File: config.mk
export PLATFORM = sky130hd
export DESIGN_NAME = fifo_stream_reader
export DESIGN_NICKNAME = d
export VERILOG_FILES = /design/src/rtl/fifo_stream_reader.sv
export SDC_FILE = /design/constraint.sdc
export NUM_CORES = 1
export LEC_CHECK = 0
export CORE_MARGIN = 3
export CORE_UTILIZATION = 50
export CTS_CLUSTER_SIZE = 20
export DETAILED_ROUTE_END_ITERATION = 10
export PLACE_DENSITY = 0.82
export SYNTH_ARGS = -nofsm -noshare
export SYNTH_HDL_FRONTEND = slang
export SYNTH_SLANG_ARGS = --single-unit
File: constraint.sdc
create_clock -name clk -period 4 [get_ports clk]
set_clock_uncertainty 0.2 [all_clocks]
set_input_delay 0.8 -clock clk [delete_from_list [all_inputs] [get_ports clk]]
set_output_delay 0.8 -clock clk [all_outputs]
set_load 0.02 [all_outputs]
File: src/rtl/fifo_stream_reader.sv
// Pop stage for the dual-port-RAM FIFO: drives the read strobe, absorbs the RAM read latency and
// streams words through a skid buffer onto valid/ready. Optional FIFO_READER_CNT_EN adds popCount.
module fifo_stream_reader #(
  parameter int DATA_W    = 8,
  parameter int READ_LAT  = 1,
  parameter int BUF_DEPTH = READ_LAT + 1
) (
  input  logic              clk,
  input  logic              reset,
  input  logic              empty,
  input  logic [DATA_W-1:0] rdData,
  output logic              read,
  output logic [DATA_W-1:0] outData,
  output logic              outValid,
`ifdef FIFO_READER_CNT_EN
  input  logic              outReady,
  output logic [15:0]       popCount
`else
  input  logic              outReady
`endif
);

  localparam int PTR_W = (BUF_DEPTH > 1) ? $clog2(BUF_DEPTH) : 1;
  localparam int OCC_W = $clog2(BUF_DEPTH + 1);
  localparam int LVL_W = OCC_W + 3;

  logic [READ_LAT-1:0] vld_p;
  logic [DATA_W-1:0]   skid_mem [BUF_DEPTH];
  logic [PTR_W-1:0]    head;
  logic [PTR_W-1:0]    tail;
  logic [OCC_W-1:0]    occ;
  logic [2:0]          inflight;
  logic [LVL_W-1:0]    level;
  logic                capture;
  logic                accept;

  function automatic logic [PTR_W-1:0] ptr_inc(input logic [PTR_W-1:0] p);
    if (p == PTR_W'(BUF_DEPTH - 1)) return '0;
    return p + PTR_W'(1);
  endfunction

  assign capture  = vld_p[READ_LAT-1];
  assign outValid = (occ != '0);
  assign accept   = outValid && outReady;

  // Issue: a read is allowed only if the word it returns is guaranteed a free slot
  always_comb begin
    inflight = '0;
    for (int i = 0; i < READ_LAT; i++) inflight = inflight + {2'b00, vld_p[i]};
    level = LVL_W'(occ) + LVL_W'(inflight) - LVL_W'(accept);
    read  = !reset && !empty && (level < LVL_W'(BUF_DEPTH));
  end

  always_comb begin
    outData = '0;
    if (occ != '0) outData = skid_mem[head];
  end

  // In-flight tracker and skid-buffer control
  always_ff @(posedge clk) begin
    if (reset) begin
      vld_p <= '0;
      head  <= '0;
      tail  <= '0;
      occ   <= '0;
    end else begin
      vld_p[0] <= read;
      for (int i = 1; i < READ_LAT; i++) vld_p[i] <= vld_p[i-1];
      if (capture) tail <= ptr_inc(tail);
      if (accept)  head <= ptr_inc(head);
      if (capture && !accept)      occ <= occ + OCC_W'(1);
      else if (!capture && accept) occ <= occ - OCC_W'(1);
    end
  end

  // Capture stage: the word returned by the RAM lands at the tail
  always_ff @(posedge clk) begin
    if (capture) skid_mem[tail] <= rdData;
  end

`ifdef FIFO_READER_CNT_EN
  always_ff @(posedge clk) begin
    if (reset)       popCount <= '0;
    else if (accept) popCount <= popCount + 16'd1;
  end
`endif

endmodule
; Word-level counts from Yosys, hierarchy flattened
; Memory sizes are Yosys's and may differ from the RTL's. A register that Yosys moved wholly into a read port is not among the register bits.
; Index checks and enable logic that the tools add are counted.
[totals]
ramBits = 16
output_inout_bits = 10
regBits = 5
mem_count = 1
wordCells = 40
in_bits = 12
[mem_list]
columns = memory, depth, width, rd, rd_clocked_by_memory_dff, wr, line_no
row1 = skid_mem, 2, 8, 1, 1, 1, 28  ; logic [DATA_W-1:0] skid_mem [BUF_DEPTH];
[op_classes]
reduce_logical = 11
mux = 17
n_addsub = 6
magnitude_cmp = 1
[op_table]
columns = operator, count
row1 = $mux 1, 14
row2 = $mux 8, 1
row3 = $logic_and 1x1->1, 5
row4 = $lt 5x2->1 const B, 1
row5 = $logic_not 1->1, 4
row6 = $mux 2, 2
row7 = $reduce_bool 2->1, 2
row8 = $sub 3x1->4, 1
row9 = $add 2x1->3, 1
row10 = $add 1x1->1 const B, 2
row11 = $add 2x1->2 const B, 1
row12 = $sub 2x1->2 const B, 1

; Longest topological paths before layout
; Gate-level depths: netlist (run 1).
[depth]
depth_word = 7
depth_mapped = 7
mapped_depth_nobuf = 7

; Worst setup path after synthesis (run 1)
; No wires, ideal clock.
[synth_timing]
path_kind = input-to-output
startpoint = input outReady
endpoint = output read
n_path_buf = 0
arrival_time_ns = 2.367
cell_stages = 7
required_time_ns = 3.000
setup_slack_ns = 0.633
path_cell_list = o21ai_1 -> ha_1 -> nor2b_1 -> fa_1 -> nor3_1 -> o21ai_0 -> nor2_1
[synth_between]
elab_chain_cells = 4
[synth_rtl]
columns = element, line_no
row1 = from (decl), 19  ; input logic outReady
row2 = $logic_and 1x1->1, 44  ; assign accept = outValid && outReady;
row3 = $sub 3x1->4, 50  ; level = LVL_W'(occ) + LVL_W'(inflight) - LVL_W'(accept);
row4 = $lt 5x2->1, 51  ; read = !reset && !empty && (level < LVL_W'(BUF_DEPTH));
row5 = $logic_and 1x1->1, 51
row6 = to (decl), 12  ; output logic read,
; No other way between the ends.

; Worst setup path in the final report (run 1)
; Ends and elaborated chain as after synthesis.

==> results summary, run 1 <==
The worst setup path category is in2out. The number of buffers on the longest clock path is 2. The number of filler cells placed in the layout came out at around 120. The minimum setup slack after placement came out at -313 ps. The post-synthesis instance area came out at 901 um^2. The post-place instance area is 0.00114 mm^2. The number of antenna violations at the first check in global routing came out at 0. The max-slew violation total from the final report came out at 0. The repair_antennas step left the layout with diodes totalling 0. TritonCTS built the clock tree. The overall die area came out at between 0.002 and 0.0025 mm^2. The biggest fanout along the worst timing path is 4. In this run the count of I/O pins placed on the die edge is 22. The root buffer cell chosen for the clock tree is sky130_fd_sc_hd__clkbuf_4.

The worst-case IR drop observed on VDD is between 0.5 and 0.6 mV. The post-route clock period utilization is 0.948. The number of global-route vias before repair came out at ~570. In the layout the commonest cells are sky130_fd_sc_hd__clkdlybuf4s50_1 (20), sky130_fd_sc_hd__edfxtp_1 (16), sky130_fd_sc_hd__nor2_1 (14).

Dividing total power by cell area gives a power density of 727 mW/mm^2. The commonest non-fill, non-tap cell in the layout is sky130_fd_sc_hd__clkdlybuf4s50_1. Counting every sink on the clock net gives 22. The TritonCTS buffer count is 3. The aggregate global-route resource usage is 0.140.

The final RePlAce weighted congestion is roughly 0.73. The count of final setup violators came out at 0. For the worst setup path, the data required time is 3000 ps. Derived from the worst setup path, the maximum achievable clock frequency is about 260 MHz. The worst setup path is captured at a primary output. The slew at the pin with the worst max-slew slack is between 700 and 800 ps.

The later pin in the worst-skew pair is clocked with a latency of ~290 ps. The final layout contains between 100 and 150 nets. The worst slew margin relative to its limit is 0.510. Measured along the y axis, the die boundary spans about 48 um. The worst setup slack after layout is about 210 ps.

The residual antenna-violating net count after detailed routing came out at 0. The HPWL after detailed placement is ~1100 um. The total number of vias came out at between 500 and 600. The flow ran to the end, and the final reports show no timing, DRC or antenna violations. The worst hold slack across all endpoints came out at 332 ps.

The leakage power figure is around 0.42 nW. For this run, the register share of the synthesized area comes to 0.667. The first-pass iteration count of the detailed router is 4. The arrival time reported for the critical path endpoint is between 2000 and 3000 ps.

The nature of the critical path startpoint is a primary input. The post-CTS setup buffer count is 0. The final design utilization is 0.732. The area of the placeable core came out at between 0.0015 and 0.002 mm^2. During placement, the flow inserted port buffers numbering 21.

Setup repair after global routing left no endpoint under its margin. Each instance of the synthesized netlist takes up on average about 13 um^2. The effective utilization at floorplan came out at 0.565.

The class of the tightest hold or removal check is reg2reg. The ratio of routed vias to standard cells came out at between 4 and 5. The average wire length per cell after detail routing is around 12 um. Global routing finished with a remaining overflow of 0. The clock input transition at the sequential cells of the worst setup and hold paths is ~100 ps. In the routed design, unresolved DRC markers number 0. The number of rows in the core area is 14. The signed area change from the synthesized netlist to the final layout is 29.6%. The warning count from the yosys run came out at 0.

The depth of the CTS H-tree came out at 1. The register bit count reported by yosys came out at 22. The final wirelength is between 1000 and 1500 um. Synthesis produced a netlist with a net count of 83. The count of endpoints failing hold in the final timing report came out at 0. Synthesis instantiated 18 different standard cells from the library. The wire length of the first global-routing pass came out at between 2000 and 3000 um. Synthesis handed over a netlist of around 70 instances.

Across the run, the number of max-cap violations was 0. Entering global routing, the biggest net connects 13 pins. Measured along the x axis, the die boundary spans approximately 48 um. The share of post-route cells with drive strength above 1 came out at 0.0753. With fillers left out, the area of the finished cells amounts to approximately 0.0012 mm^2. The DRC marker count from the first detailed-route iteration came out at 12. The shortest clock period the worst path allows after layout came out at 3790 ps.
-- metrics by stage --
stage          std cells  TNS (ps)  power (mW)
5_1_grt              117         0       0.913
3_3_place_gp         113      -237       0.747
4_1_cts              117         0       0.859
3_5_place_dp         113      -313       0.762
2_1_floorplan         68         0       0.595
6_report             117         0       0.849
-- synthesized netlist by cell type (all sizes together) --
cell type	n	area share
or2	1	0.0069
nor2	14	0.058
inv	4	0.017
or3	1	0.0069
a21oi	1	0.0056
and2	1	0.0069
dfxtp	6	0.13
edfxtp	16	0.53
xnor2	2	0.019
mux2i	8	0.089
xor2	2	0.019
nor3	2	0.011
buf	1	0.0056
ha	2	0.028
o21ai	3	0.017
nor2b	3	0.021
fa	1	0.022
-- where the power goes --
| part | internal (mW) | switching (mW) | total [mW] | leakage [nW] |
|---|---|---|---|---|
| clock | 0.0388 | 0.0586 | 0.0974 | 0.0150 |
| sequential | 0.298 | 0.0443 | 0.343 | 0.195 |
| combinational | 0.195 | 0.214 | 0.409 | 0.205 |
| total | 0.532 | 0.317 | 0.849 | 0.415 |
-- cell type report --
cell class	instances	area [um^2]	share of cell area
Multi-Input combinational cell	41	283	0.242
Inverter	4	15.0	0.0129
Tap cell	24	30.0	0.0257
Timing Repair Buffer	22	213	0.182
Clock buffer	4	26.3	0.0225
Sequential cell	22	601	0.514
-- state kept, by name (all words and copies together), names as in the netlist, named ones only --
name,flops
capture,1
occ,2
head,1
tail,1
skid_mem,16
-- what timing repair did --
item,in CTS,in global routing
gates cloned,0,0
resized for setup,2,2
hold buffers,0,0
endpoints found under the hold margin,0,0
endpoints found under the setup margin,1,1
-- worst max-delay path, cell delays in order --
cell and delay, ps:
sky130_fd_sc_hd__clkdlybuf4s50_1 460, sky130_fd_sc_hd__o21ai_1 80, sky130_fd_sc_hd__ha_1 330, sky130_fd_sc_hd__nor2b_2 170, sky130_fd_sc_hd__fa_1 420, sky130_fd_sc_hd__nor3_1 120, sky130_fd_sc_hd__o21ai_0 130, sky130_fd_sc_hd__nor2_1 120
sky130_fd_sc_hd__clkbuf_2 170
-- final timing paths --
path | to | startpoint | slack (ps) | cells after the start
min reg2reg | head | head | 330 | 2
max | read | outReady | 210 | 9
max reg2reg | capture | occ[1] | 1920 | 7
min | head | head | 330 | 2
-- per-layer routing --
layer,vias to the layer above,track usage,wire [um]
met3,2,0.0307,62
li1,287,-,-
met4,0,0.0569,12
met5,-,0,0
met1,266,0.149,576
met2,13,0.266,804
-- cell families after synthesis --
kind of cell	share of synthesized area
AO/OA/AOI/OAI	0.0222
AND/OR/NAND/NOR	0.111
XOR/XNOR	0.0389
flip-flops	0.667
buffers and inverters	0.0222
adder cells (fa/ha/maj)	0.0500
multiplexers	0.0889
(Power assumes the default switching activity.)
==> inputs of run 2 (changes only) <==
--- a/config.mk
+++ b/config.mk
@@ -10,6 +10,7 @@
 export CTS_CLUSTER_SIZE = 20
 export DETAILED_ROUTE_END_ITERATION = 10
 export PLACE_DENSITY = 0.82
+export RECOVER_POWER = 25
 export SYNTH_ARGS = -nofsm -noshare
 export SYNTH_HDL_FRONTEND = slang
 export SYNTH_SLANG_ARGS = --single-unit
==> results summary, run 2 (synthesized netlist as in run 1, its figures left out) <==
The number of cells in the design after placement came out at 113 (unchanged). The count of final setup violators came out at 0 (unchanged). The slew at the pin with the worst max-slew slack is 731 ps (was 733 ps). The setup slack of the worst register-to-register path is 1920 ps (about the same). The post-detailed-route DRC marker count came out at 0 (unchanged). The total number of vias is 572 (was 568).

The worst hold slack across all endpoints came out at 332 ps (unchanged). The reported max-cap violation count is 0 (unchanged). The highest clock frequency the design can meet is 264 MHz (unchanged). The total length of routed met2 wires is 800 um (was 804 um).

The post-CTS setup buffer count came to 0 (unchanged). The first-pass iteration count of the detailed router is 4 (unchanged). The worst slew margin relative to its limit came out at 0.512 (was 0.510). The wire length of the first global-routing pass is 2530 um (unchanged). The minimum setup slack after placement is -313 ps (unchanged).

The TritonCTS buffer count was 3 (unchanged). The I/O pin count is 22 (unchanged). The cell type group with the largest total delay on the critical path was adder cells (unchanged). The sum of overflow across all layers after global routing is 0 (unchanged). The detailed-routing wirelength on met1 came out at 578 um (was 576 um).

The area of the placeable core came to 0.00159 mm^2 (unchanged). The class of the tightest hold or removal check is reg2reg (unchanged). The insertion delay to the later sink of the worst-skew pair was 290 ps (about the same). Result of the run: finished, final reports clean (unchanged). The average wire length per cell after detail routing came out at 12.4 um (about the same). The met3 wirelength from detailed routing came to 62 um (unchanged).

The number of nets in the layout came to 109 (unchanged). The aggregate global-route resource usage came out at 0.140 (unchanged). The reg-to-reg critical path endpoint is capture (unchanged).

The nature of the critical path startpoint was a primary input (unchanged). The number of instances on the worst hold path is 2 (unchanged). The nature of the critical path endpoint was a primary output (unchanged). The share of post-route cells with drive strength above 1 came out at 0.0753 (unchanged). The DRC marker count from the first detailed-route iteration came out at 11 (was 12). The biggest fanout along the worst timing path came out at 4 (unchanged).

The number of buffers inserted by port buffering is 21 (unchanged). The accumulated negative setup slack came out at 0 ps (unchanged). The number of rows in the core area is 14 (unchanged). The final RePlAce weighted congestion was 0.731 (unchanged).

The count of endpoints failing hold in the final timing report is 0 (unchanged). The leakage power figure was 0.417 nW (was 0.415 nW). The signed area change from the synthesized netlist to the final layout is 29.6% (unchanged).

The worst hold endpoint is head (unchanged). The height of the chip is 48.4 um (unchanged). The power density over the cells is 726 mW/mm^2 (was 727 mW/mm^2). The largest net degree at the start of global routing came out at 13 (unchanged). The CTS tree is built (unchanged). The depth of the CTS H-tree came out at 1 (unchanged). The estimated wirelength of the detail-placed design was 1070 um (unchanged).

The residual antenna-violating net count after detailed routing came to 0 (unchanged). The overall die area came out at 0.00235 mm^2 (unchanged). The final wirelength is 1450 um (was 1460 um). The shortest clock period the worst path allows after layout was 3790 ps (unchanged). The uppermost signal routing layer after detailed routing was met4 (unchanged). Crit-path cells: clkdlybuf4s50_1 -> o21ai_1 -> ha_1 -> nor2b_2 -> fa_1 -> nor3_1 -> o21ai_0 -> nor2_1 -> clkbuf_2 (unchanged). The start point of the worst hold path is head (unchanged). The filler-free cell count of the finished design came out at 117 (unchanged). Commonest non-fill, non-tap cells in the layout: sky130_fd_sc_hd__edfxtp_1 (16), sky130_fd_sc_hd__nor2_1 (14), sky130_fd_sc_hd__clkdlybuf4s50_1 (14) (was sky130_fd_sc_hd__clkdlybuf4s50_1 (20), sky130_fd_sc_hd__edfxtp_1 (16), sky130_fd_sc_hd__nor2_1 (14)). Biggest regs: skid_mem (16), occ (2) (unchanged).

The flip-flop count of the largest register after layout is 16 (unchanged). The commonest non-fill, non-tap cell in the layout is sky130_fd_sc_hd__edfxtp_1 (was sky130_fd_sc_hd__clkdlybuf4s50_1). The required time of the critical path is 3000 ps (about the same). The post-route clock period utilization is 0.948 (unchanged). The final antenna diode count is 0 (unchanged). The ratio of routed vias to standard cells is 4.89 (was 4.85). The cell chosen for the clock root is sky130_fd_sc_hd__clkbuf_4 (unchanged). RSZ-0062 raised after global routing: no (unchanged). The effective utilization at floorplan came out at 0.565 (unchanged). The beginning of the worst register-to-register path was occ[1] (unchanged). The number of buffers on the longest clock path came out at 2 (unchanged). The worst setup slack after layout came to 206 ps (unchanged). The number of antenna violations at the first check in global routing came out at 0 (unchanged).

The cell depth of the worst flop-to-flop path was 7 (unchanged). The horizontal extent of the die is 48.4 um (unchanged). The clock input transition at the sequential cells of the worst setup and hold paths came out at 100 ps (about the same). The combined buffer and inverter count along the critical path was 2 (unchanged).

The worst setup path category is in2out (unchanged). The clock sink total is 22 (unchanged). The arrival time reported for the critical path endpoint came out at 2790 ps (about the same). The number of global-route vias before repair is 574 (unchanged). The maximum VDD drop was 0.519 mV (was 0.520 mV). The maximum cell stage delay along the critical path is 460 ps (about the same). The highest-delay cell along the critical path is sky130_fd_sc_hd__clkdlybuf4s50_1 (unchanged). The largest register by flop count is skid_mem (unchanged). The max-slew violation total from the final report came to 0 (unchanged).
[run 2: cell count changes in the layout (fill, tap and decap cells not counted), sizes merged]
cell,delta
clkdlybuf4s50,-6
dlygate4sd3,+6
[run 2: layout make-up]
class                   instances  area (um^2)
repair buffers                 22          213
flip-flops and latches         22          601
well taps                      24         30.0
fillers                       123          427
clock buffers                   4         26.3
inverters                       4         15.0
multi-input cells              41          283
[run 2: metal layers]
layer / GRT usage / vias to the layer above
li1: - / 287
met1: 0.149 / 270
met2: 0.266 / 13
met3: 0.0307 / 2
met4: 0.0569 / 0
met5: 0 / -
[run 2: what timing repair did]
action                     CTS  global route
setup endpoints to repair    1             1
gates resized for setup      2             2
hold endpoints to repair     0             0
hold buffers                 0             0
[run 2: worst reg2reg max path, delay by kind of cell (launching register included)]
family	cells	cell delay, ps
compound gates	2	240
fa+ha+maj	2	750
flops	1	440
simple gates	3	410
[run 2: where the power goes]
group / total (mW) / internal [mW] / switching, mW
registers: 0.343 / 0.298 / 0.0442
clock network: 0.0975 / 0.0388 / 0.0588
logic: 0.407 / 0.193 / 0.214
total: 0.848 / 0.530 / 0.317
[run 2: how the worst max path moves through the flow]
stage | from | to | slack [ps] | cells past startpoint
2_1_floorplan | outReady | read | 630 | 7
3_3_place_gp | outReady | read | -240 | 9
3_5_place_dp | outReady | read | -310 | 9
4_1_cts | outReady | read | 20 | 9
5_1_grt | outReady | read | 30 | 9
6_report | outReady | read | 210 | 9
[run 2: metrics by stage]
step                      instance area [um^2]   util  power (mW)
after floorplan                            901      -       0.595
after global placement                    1140  0.717       0.747
after detailed placement                  1140  0.717       0.762
after CTS                                 1170  0.735       0.859
after global routing                      1170  0.732       0.912
final                                     1170  0.732       0.848
==> patch, RTL diff (config.mk and constraints of run 2) <==
The option `FIFO_READER_CNT_EN` is turned on by a define.
--- a/src/rtl/fifo_stream_reader.sv
+++ b/src/rtl/fifo_stream_reader.sv
@@ -1,5 +1,7 @@
 // Pop stage for the dual-port-RAM FIFO: drives the read strobe, absorbs the RAM read latency and
 // streams words through a skid buffer onto valid/ready. Optional FIFO_READER_CNT_EN adds popCount.
+`define FIFO_READER_CNT_EN
+
 module fifo_stream_reader #(
   parameter int DATA_W    = 8,
   parameter int READ_LAT  = 1,
Check against the original RTL (old outputs only; new: popCount): equivalent (equiv_simple and equiv_induct, registers matched by name and starting in step).
==> patch against run 2 <==
  * Sequential cell count up 16
  * Routed wire length up 120%
  * Cell count up 110%
  * Register-to-register slack worse by 0.20 ns
  * Synthesized area up 83%
  * Cell area up 84%
  * Total power up 41%
  * Setup slack better by 0.0053 ns
  * Hold slack worse by 0.014 ns
  * Critical path type unchanged
==> patch: results <==
set metrics [dict create \
    ir_drop_uv 333 \
    synth_seq_area_share 0.559 \
    grt_first_pass_wirelength_um 5580 \
    drive_above_1_share 0.0955 \
    dominantRegCellSynth "dfxtp_1" \
    p_switching_mw 0.432 \
    comb_power_share 0.402 \
    cts_buffers 5 \
    synth_common_cells "nor2_1, dfxtp_1, edfxtp_1" \
    io_buffers 37 \
    first_pass_iters 6 \
    routabilityCongestion 0.784 \
    power.density_nw_per_um2 554 \
    dr_wl_met3_um 208 \
    m1WireLength_um 1300 \
    synthTopCellsByArea "edfxtp_1, dfxtp_1, nor2_1" \
    post_drt_wl_per_cell_um 13.2 \
    dp_hpwl_um 2380 \
    dp_cells 234 \
    status "finished clean" \
    synth_cell_types 31 \
    cts-htree-levels 2 \
    power.leakage_nw 0.747 \
    synth_nets 168 \
    dpl_cell_area_um2 2090 \
    grt.total_usage 0.181 \
    wl_met2_um 1690 \
    grt_max_degree 23 \
    vias 1222 \
    syn_inst 152 \
    drt_iter0_drc 46 \
    crit_fanout 2 \
    grt_pass1_vias 1273 \
    maxSlewHeadroom 0.544 \
    final_common_cell "nor2_1" \
    num-nets-final 214 \
    fin_cells 243 \
    post-place-ws_ns -0.348 \
    reg_top3 "popCount (16), skid_mem (16), occ (2)" \
    clk_latency_ns 0.34 \
    synth_top_area_frac 0.292 \
]
==> patch: cells by family after synthesis <==
kind of cell | Yosys count | synth area share
AO/OA/AOI/OAI | 11 | 0.0509
flip-flops | 38 | 0.559
multiplexers | 10 | 0.0615
AND/OR/NAND/NOR | 63 | 0.181
adder cells (fa/ha/maj) | 4 | 0.0349
buffers and inverters | 10 | 0.0273
XOR/XNOR | 16 | 0.0850
==> patch: area by class of cell <==
class / count / area (µm²)
clock buffer: 5 / 37.5
clock inverter: 3 / 16.3
fill: 248 / 950
inverter: 5 / 18.8
multi-input combinational: 104 / 684
sequential: 38 / 921
tap: 44 / 55.1
timing repair buffer: 44 / 420
==> patch: worst max-delay path, cell delays in order <==
cell,delay (ns)
clkdlybuf4s50_1,0.47
o21ai_1,0.10
ha_1,0.34
nor2b_2,0.16
fa_1,0.43
nor3_1,0.14
o21ai_1,0.10
nor2_1,0.11
buf_4,0.15
==> patch: layer usage <==
layer  global-route usage  vias up
met5                    0        -
met2                0.317       33
met4               0.0701        0
met3               0.0713        2
met1                0.193      567
li1                     -      620
==> patch: final timing paths <==
check / slack [ns] / depth (start not counted) / from / to
setup reg to reg: 1.72 / 7 / occ[1]$_SDFFE_PP0N_ / capture$_SDFF_PP0_
setup / recovery: 0.21 / 9 / outReady / read
hold / removal: 0.32 / 2 / popCount[13]$_SDFFE_PP0P_ / popCount[13]$_SDFFE_PP0P_
hold reg to reg: 0.32 / 2 / popCount[13]$_SDFFE_PP0P_ / popCount[13]$_SDFFE_PP0P_
==> patch: what timing repair did <==
item                       4_1_cts  5_1_grt
setup endpoints to repair        1        1
setup buffers                    0        1
gates resized for setup          3        4
